File: config.mk
export PLATFORM = sky130hd
export DESIGN_NAME = fxp_seq_multiplier
export DESIGN_NICKNAME = d
export VERILOG_FILES = /design/src/rtl/mha_fxp_pkg.sv /design/src/rtl/fxp_round_sat.sv /design/src/rtl/fxp_seq_multiplier.sv
export SDC_FILE = /design/constraint.sdc
export NUM_CORES = 1
export LEC_CHECK = 0
export CAP_MARGIN = 5
export CORE_MARGIN = 2
export CORE_UTILIZATION = 30
export DETAILED_ROUTE_END_ITERATION = 7
export PLACE_DENSITY_LB_ADDON = 0.08
export SLEW_MARGIN = 15
export SYNTH_ARGS = -nofsm -noshare
export SYNTH_HDL_FRONTEND = slang
export SYNTH_SLANG_ARGS = --single-unit
export TNS_END_PERCENT = 1
File: constraint.sdc
create_clock -name I_CLK -period 10.4 [get_ports I_CLK]
set_input_delay 2.08 -clock I_CLK [delete_from_list [all_inputs] [get_ports I_CLK]]
set_output_delay 2.08 -clock I_CLK [all_outputs]
set_load 0.05 [all_outputs]
File: src/rtl/mha_fxp_pkg.sv
// Shared types and constants for the MHA fixed-point arithmetic blocks.
package mha_fxp_pkg;

    typedef enum logic [1:0] {
        IDLE = 2'd0,
        CALC = 2'd1,
        NORM = 2'd2,
        DONE = 2'd3
    } fxp_state_e;

    localparam int MHA_W    = 16;
    localparam int MHA_FRAC = 8;

    // Saturation bounds as 64-bit patterns; callers keep the low w bits.
    function automatic logic [63:0] sat_max(input int w);
        return (64'd1 << (w - 1)) - 64'd1;
    endfunction

    function automatic logic [63:0] sat_min(input int w);
        return 64'd1 << (w - 1);
    endfunction

endpackage

File: src/rtl/fxp_round_sat.sv
// Turns an unsigned 2W-bit product magnitude plus sign into a rounded,
// saturated signed Q-format result (round half away from zero).
module fxp_round_sat
    import mha_fxp_pkg::*;
#(
    parameter int W    = MHA_W,
    parameter int FRAC = MHA_FRAC
) (
    input  logic [2*W-1:0] mag,
    input  logic           neg,
    output logic [W-1:0]   result,
    output logic           ovf
);

    localparam int RW = 2 * W + 1;
    localparam logic [RW-1:0] HALF    = RW'(1) << (FRAC - 1);
    localparam logic [RW-1:0] POS_LIM = (RW'(1) << (W - 1)) - RW'(1);
    localparam logic [RW-1:0] NEG_LIM = RW'(1) << (W - 1);
    localparam logic [63:0]   SAT_MAX_64 = sat_max(W);
    localparam logic [63:0]   SAT_MIN_64 = sat_min(W);

    logic [RW-1:0] sum;
    logic [RW-1:0] r;

    always_comb begin
        sum    = {1'b0, mag} + HALF;
        r      = sum >> FRAC;
        result = '0;
        ovf    = 1'b0;
        if (!neg) begin
            if (r > POS_LIM) begin
                result = SAT_MAX_64[W-1:0];
                ovf    = 1'b1;
            end else begin
                result = r[W-1:0];
            end
        end else begin
            // r == 2^(W-1) negates to exactly the most negative code.
            if (r > NEG_LIM) begin
                result = SAT_MIN_64[W-1:0];
                ovf    = 1'b1;
            end else begin
                result = -r[W-1:0];
            end
        end
    end

endmodule

File: src/rtl/fxp_seq_multiplier.sv
// Signed fixed-point shift-add multiplier, one multiplier bit per cycle,
// one operation in flight, valid/ready on both sides.
module fxp_seq_multiplier
    import mha_fxp_pkg::*;
#(
    parameter int W     = MHA_W,
    parameter int FRAC  = MHA_FRAC,
    parameter int CNT_W = $clog2(W + 1)
) (
    input  logic         I_CLK,
    input  logic         I_RST,
    input  logic         I_VLD,
    output logic         O_RDY,
    input  logic [W-1:0] I_M1,
    input  logic [W-1:0] I_M2,
    output logic         O_VLD,
    input  logic         I_RDY,
    output logic [W-1:0] O_PRODUCT,
    output logic         O_OVF,
    output logic [1:0]   O_STATE
);

    // Handshake: a transfer happens at a rising edge where valid and ready
    // are both high; valid/data hold until then, ready never waits on valid.

    fxp_state_e       state, state_next;
    logic [W-1:0]     m1_mag, m2_mag;
    logic             sign;
    logic [2*W-1:0]   acc;
    logic [CNT_W-1:0] cnt;
    logic [W-1:0]     rs_result;
    logic             rs_ovf;

    assign O_STATE = state;

    always_ff @(posedge I_CLK or posedge I_RST) begin
        if (I_RST) state <= IDLE;
        else       state <= state_next;
    end

    always_comb begin
        state_next = state;
        O_RDY      = 1'b0;
        O_VLD      = 1'b0;
        unique case (state)
            IDLE: begin
                O_RDY = 1'b1;
                if (I_VLD) state_next = CALC;
            end
            CALC: if (cnt == CNT_W'(W - 1)) state_next = NORM;
            NORM: state_next = DONE;
            DONE: begin
                O_VLD = 1'b1;
                if (I_RDY) state_next = IDLE;
            end
            default: state_next = IDLE;
        endcase
    end

    // Magnitudes are held unsigned so |-2^(W-1)| fits in W bits.
    always_ff @(posedge I_CLK or posedge I_RST) begin
        if (I_RST) begin
            m1_mag    <= '0;
            m2_mag    <= '0;
            sign      <= 1'b0;
            acc       <= '0;
            cnt       <= '0;
            O_PRODUCT <= '0;
            O_OVF     <= 1'b0;
        end else begin
            case (state)
                IDLE: if (I_VLD) begin
                    m1_mag <= I_M1[W-1] ? -I_M1 : I_M1;
                    m2_mag <= I_M2[W-1] ? -I_M2 : I_M2;
                    sign   <= I_M1[W-1] ^ I_M2[W-1];
                    acc    <= '0;
                    cnt    <= '0;
                end
                CALC: begin
                    // m2_mag shifts right so bit 0 is multiplier bit cnt.
                    if (m2_mag[0]) acc <= acc + ({{W{1'b0}}, m1_mag} << cnt);
                    m2_mag <= m2_mag >> 1;
                    cnt    <= cnt + CNT_W'(1);
                end
                NORM: begin
                    O_PRODUCT <= rs_result;
                    O_OVF     <= rs_ovf;
                end
                default: ;
            endcase
        end
    end

    fxp_round_sat #(.W(W), .FRAC(FRAC)) u_round_sat (
        .mag    (acc),
        .neg    (sign),
        .result (rs_result),
        .ovf    (rs_ovf)
    );

endmodule

# Word-level counts from Yosys, hierarchy flattened
# Index checks and enable logic that the tools add are counted.
# Widths: inputs -> output; s select.
[word_totals] regBits=89 latch_bits=0 mem_bits_rw=0 mem_bits_ro=0 inputBits=36 output_inout_bits=21 wordCells=53 mem_count=0
[op_classes] addsub=6 n_mul=0 n_div=0 n_lt_le_gt_ge=2 eq_ne=8 n_shift=1 muxes=21 bitwise=1 reduce_logical=6
[op_table] operator="$mux 16" count=6
[op_table] operator="$mux 32" count=2
[op_table] operator="$pmux 32 s2" count=1
[op_table] operator="$neg 16->16" count=3
[op_table] operator="$add 32x8->33 const B" count=1
[op_table] operator="$add 32x32->32" count=1
[op_table] operator="$pmux 16 s2" count=1
[op_table] operator="$shl 16x5->32" count=1
[op_table] operator="$gt 25x15->1 const B" count=1
[op_table] operator="$gt 25x16->1 const B" count=1
[op_table] operator="$pmux 5 s2" count=1
[op_table] operator="$ne 2x2->1 const B" count=4
[op_table] operator="$pmux 2 s4" count=1
[op_table] operator="$mux 2" count=3
[op_table] operator="$reduce_and 3->1" count=2
[op_table] operator="$add 5x1->5 const B" count=1
[op_table] operator="$eq 5x4->1 const B" count=1
[op_table] operator="$mux 1" count=5
[op_table] operator="$mux 5" count=1
[op_table] operator="$eq 2x2->1 const B" count=2
[op_table] operator="$reduce_and 2->1" count=2
[op_table] operator="$eq 2x1->1 const B" count=1
[op_table] operator="$logic_not 2->1" count=1
[op_table] operator="$reduce_bool 2->1" count=1
[op_table] operator="$xor 1x1->1" count=1

# Depth between registers and ports, before layout
[depth] ltp_word=4 mapped_depth=19

# Cells and area by module
# A second synthesis with hierarchy kept.
[unflattened] cells_unflattened=996 area_unflattened_um2=8202.9
[modules_own_cells] mod="fxp_seq_multiplier" instances=1 cells_per_inst=787 area_each_um2=6725.2 seq_area_each_um2=2227.1
[modules_own_cells] mod="fxp_round_sat" instances=1 cells_per_inst=209 area_each_um2=1477.7 seq_area_each_um2=0.0

# Worst setup path before layout
# Ideal clock, no wire load.
[synth_path] path_type="flip-flop to flip-flop" startpoint="register cnt[1]" endpoint="register acc[26]" arrival_time_ps=3850 slack_ps=6481 stages_incl_launch_ff=15 synth_period_minus_slack_ps=3919 path_cell_list="dfrtp_1 -> buf_2 -> buf_1 -> clkbuf_1 -> or3_1 -> or2_2 -> fa_1 -> nor2b_1 -> o211ai_1 -> a211o_1 -> and4_1 -> nor3_2 -> o311ai_1 -> or4_1 -> nand3_1"
[synth_between] elab_chain_len=4
[synth_lines] element="start, declared" line_no="fxp_seq_multiplier.sv:30" source="logic [CNT_W-1:0] cnt;"
[synth_lines] element="start signal, assigned" line_no="fxp_seq_multiplier.sv:83" source="cnt <= cnt + CNT_W'(1);"
[synth_lines] element="$shl 16x5->32" line_no="fxp_seq_multiplier.sv:81" source="if (m2_mag[0]) acc <= acc + ({{W{1'b0}}, m1_mag} << cnt);"
[synth_lines] element="$add 32x32->32" line_no="fxp_seq_multiplier.sv:81"
[synth_lines] element="$mux 32" line_no="fxp_seq_multiplier.sv:81"
[synth_lines] element="$pmux 32 s2" line_no="fxp_seq_multiplier.sv:71" source="case (state)"
[synth_lines] element="end signal, assigned" line_no="fxp_seq_multiplier.sv:81"
[synth_lines] element="end, declared" line_no="fxp_seq_multiplier.sv:29" source="logic [2*W-1:0] acc;"
# No other way between the ends. The select of a mux whose other input is x is not followed.
# A chain may end at the register's enable or synchronous reset.

# Worst setup path in the final report
# Ends and elaborated chain as after synthesis.

==> impl_metrics.tcl <==
set metrics [dict create \
    reg2reg_setup_slack_ns 5.72 \
    syn_nets 1104 \
    layout-drive-gt1-share_pct 7.58 \
    grt_setup_unrepaired "no" \
    worst_r2r_endpoint "acc[26]" \
    yosysSeqAreaShare_pct 27.3 \
    final-hold-violation-count 0 \
    track_usage_pct 17.2 \
    dpl.hpwl_um 17800 \
    cts_made_buffers 9 \
    period_share_pct 45.0 \
    setup_viol 0 \
    min_period_ns 4.68 \
    firstDrtPassIters 5 \
    cpPeakStageDelay_ns 1.02 \
    setup_tns_ns 0 \
    synth_area_sq_um 8150 \
    place_congestion 0.857 \
    yosys.area_share.simple_pct 22.6 \
    numPlacedInstances 1368 \
    clk_pin_slew_ns 0.07 \
    grt_max_degree 47 \
    grt_pass1_vias 7238 \
    ctsHoldBuffers 0 \
    final_cells 1383 \
    critical_path_depth 16 \
    max_freq_ghz 0.213 \
    hold_path_depth 2 \
    setup_slack_ns 5.72 \
    yosys_warnings 0 \
    pre_cts_ws_ns 5.74 \
    post_cts_buffers 0 \
    routed_wl_um 23600 \
    drt_iter0_markers 329 \
    die_y_um 169 \
    area_growth_pct 13.5 \
    worstSetupStartpoint "cnt[1]" \
    synth_fa_ha_area_share_pct 6.69 \
    arrival_ns 4.97 \
    hp-class "register to register" \
    ant_nets 0 \
    grtUsageMet3_pct 1.75 \
    min_to "m2_mag[7]" \
    drc 0 \
    drt-wirelength-per-cell_um 17.1 \
    drv_cap 0 \
    initial_utilization_pct 30.4 \
    die_width_um 169 \
    synth-seq-cells 89 \
    fin_skew_ns 0.00926 \
    worstPathRequired_ns 10.69 \
    synth.area.mux_share_pct 4.86 \
    final_cell_mix "nand2_1, dfrtp_1, nor2_1" \
    cp-start-kind "register" \
    critPathTopFamily "simple AND/OR/NAND/NOR gates" \
    slew_headroom_pct 31.5 \
    synth_cells 1025 \
    diodes 0 \
    path_buf_inv 0 \
    cp_common_cell "o21ai_0" \
    r2r_cells 16 \
    clk_latency_ns 0.36 \
    clk_path_buf_depth 2 \
    cpMaxStageDelayCell "dfrtp_1" \
    cts_tree "yes" \
    cp-end-kind "register" \
    grt_overflow 0 \
    async_reset_ff_share_pct 100 \
    worst_pin_slew_ns 1.03 \
    utilization_pct 34.5 \
    coreArea_sq_um 26800 \
    die-area_sq_um 28500 \
    synth_top_family_by_area "compound AO/OA/AOI/OAI gates" \
    min_from "m2_mag[7]" \
    regToRegStartpoint "cnt[1]" \
    vias_per_cell 5.28 \
    grt_use_met2_pct 28.3 \
    synth_compound_area_share_pct 24.6 \
    final_common_cell "nand2_1" \
    path_class "register to register" \
    ir_drop_mv 0.141 \
    status "finished clean" \
    clock-sinks 89 \
    ys.flop_type "dfrtp_1" \
    cts_root_buffer "clkbuf_16" \
    fp-row-count 60 \
    cts_resized 0 \
    path_max_fanout 30 \
    numPortBuffers 56 \
    synth_cell_type_count 84 \
    antenna_found_initial 0 \
    synth_edf_count 0 \
    nets 1117 \
    grt.busiest_layer "met2" \
    drv_slew 0 \
    grt_pass1_wl_um 39500 \
    p_leak_nw 3.85 \
    avgSynthCellArea_sq_um 7.95 \
    h-tree-depth 3 \
    synthXorXnorAreaFrac_pct 8.30 \
    power_density_nw_per_um2 287 \
    ios 57 \
    num_vias 7302 \
    crit_chain "mux2_2 > o21ai_0 > nand2_1 > o21ai_0 > nor2_1 > a21oi_1 > o22ai_1 > ha_1 > nand2_1 > o21ai_0 > nor3_1 > and4_1 > nor3_2 > o311ai_1 > or4_1 > nand3_1" \
    gr-usage-met1_pct 23.5 \
]
[worst min-delay path: cells and delay by family, from the launching register on]
kind	cells	cell delay [ns]
compound gates	1	0.06
flops	1	0.34
simple gates	1	0.04
[power by group]
| group | switching (mW) | internal [mW] |
|---|---|---|
| sequential | 0.163 | 0.467 |
| clock | 0.153 | 0.223 |
| combinational | 1.01 | 0.646 |
[stage by stage]
| stage | hold slack (ns) | total power [mW] | cell area (sq um) |
|---|---|---|---|
| final | 0.478 | 2.66 | 9260 |
| after global routing | 0.514 | 2.92 | 9260 |
| after CTS | 0.486 | 2.70 | 9260 |
| after detailed placement | 0.470 | 2.31 | 8930 |
| after global placement | 0.462 | 2.31 | 8930 |
| after floorplan | 0.449 | 1.86 | 8150 |
[layer usage]
layer	wire, um	vias to the layer above
met2	11000	114
met3	520	29
met4	585	0
li1	-	3745
met1	11600	3414
met5	0	-
[cell usage after synthesis (7+ instances only)]
| cell | n | area share (%) |
|---|---|---|
| or2_2 | 8 | 0.61 |
| and2_1 | 9 | 0.69 |
| a21o_1 | 13 | 1.2 |
| nand3_1 | 30 | 1.8 |
| nand2_1 | 120 | 5.5 |
| or4_1 | 7 | 0.64 |
| and3_1 | 7 | 0.54 |
| buf_2 | 11 | 0.68 |
| clkbuf_1 | 38 | 1.7 |
| nand2b_1 | 9 | 0.69 |
| a31oi_1 | 9 | 0.69 |
| ha_1 | 42 | 6.4 |
| inv_1 | 43 | 2.0 |
| nor2_1 | 88 | 4.1 |
| buf_1 | 8 | 0.37 |
| a31o_2 | 7 | 0.75 |
| a21oi_1 | 73 | 4.5 |
| nand4_1 | 15 | 1.2 |
| nor3_1 | 21 | 1.3 |
| dfrtp_1 | 89 | 27 |
| o31ai_1 | 16 | 1.5 |
| or3_1 | 12 | 0.92 |
| xor2_1 | 47 | 5.0 |
| o22ai_1 | 25 | 1.9 |
| a22o_1 | 7 | 0.75 |
| mux2_2 | 9 | 1.2 |
| xnor2_1 | 24 | 2.6 |
| o21ai_0 | 86 | 5.3 |
| nor2b_1 | 12 | 0.92 |
| mux2i_1 | 25 | 3.1 |
[logic make-up (layout without fill, tap and decap cells)]
group / after synthesis / in the layout
buffers and inverters: 108 / 125
AND/OR/NAND/NOR: 368 / 368
flip-flops: 89 / 89
XOR/XNOR: 73 / 73
AO/OA/AOI/OAI: 308 / 308
adder cells (fa/ha/maj): 43 / 43
multiplexers: 36 / 36
[worst max path at each step]
stage	end	slack, ns
after global routing	acc[26]	5.26
after global placement	acc[31]	5.74
after CTS	acc[28]	5.76
after detailed placement	acc[31]	5.74
final	acc[26]	5.72
after floorplan	O_OVF	6.01
[cell type report]
class,instances,area [sq um]
Inverter,45,171
Multi-Input combinational cell,828,5470
Clock buffer,11,253
Clock inverter,4,76.3
Sequential cell,89,2230
Tap cell,341,427
Fill cell,2854,17500
Timing Repair Buffer,65,628
[sequential cells by signal, indices dropped and copies added, names as in the netlist]
signal and flops:
acc 32, O_PRODUCT 16, m1_mag 16, m2_mag 16
cnt 5, O_STATE 2, O_OVF 1, sign 1
Note: power is estimated with default switching activity, not from simulation.
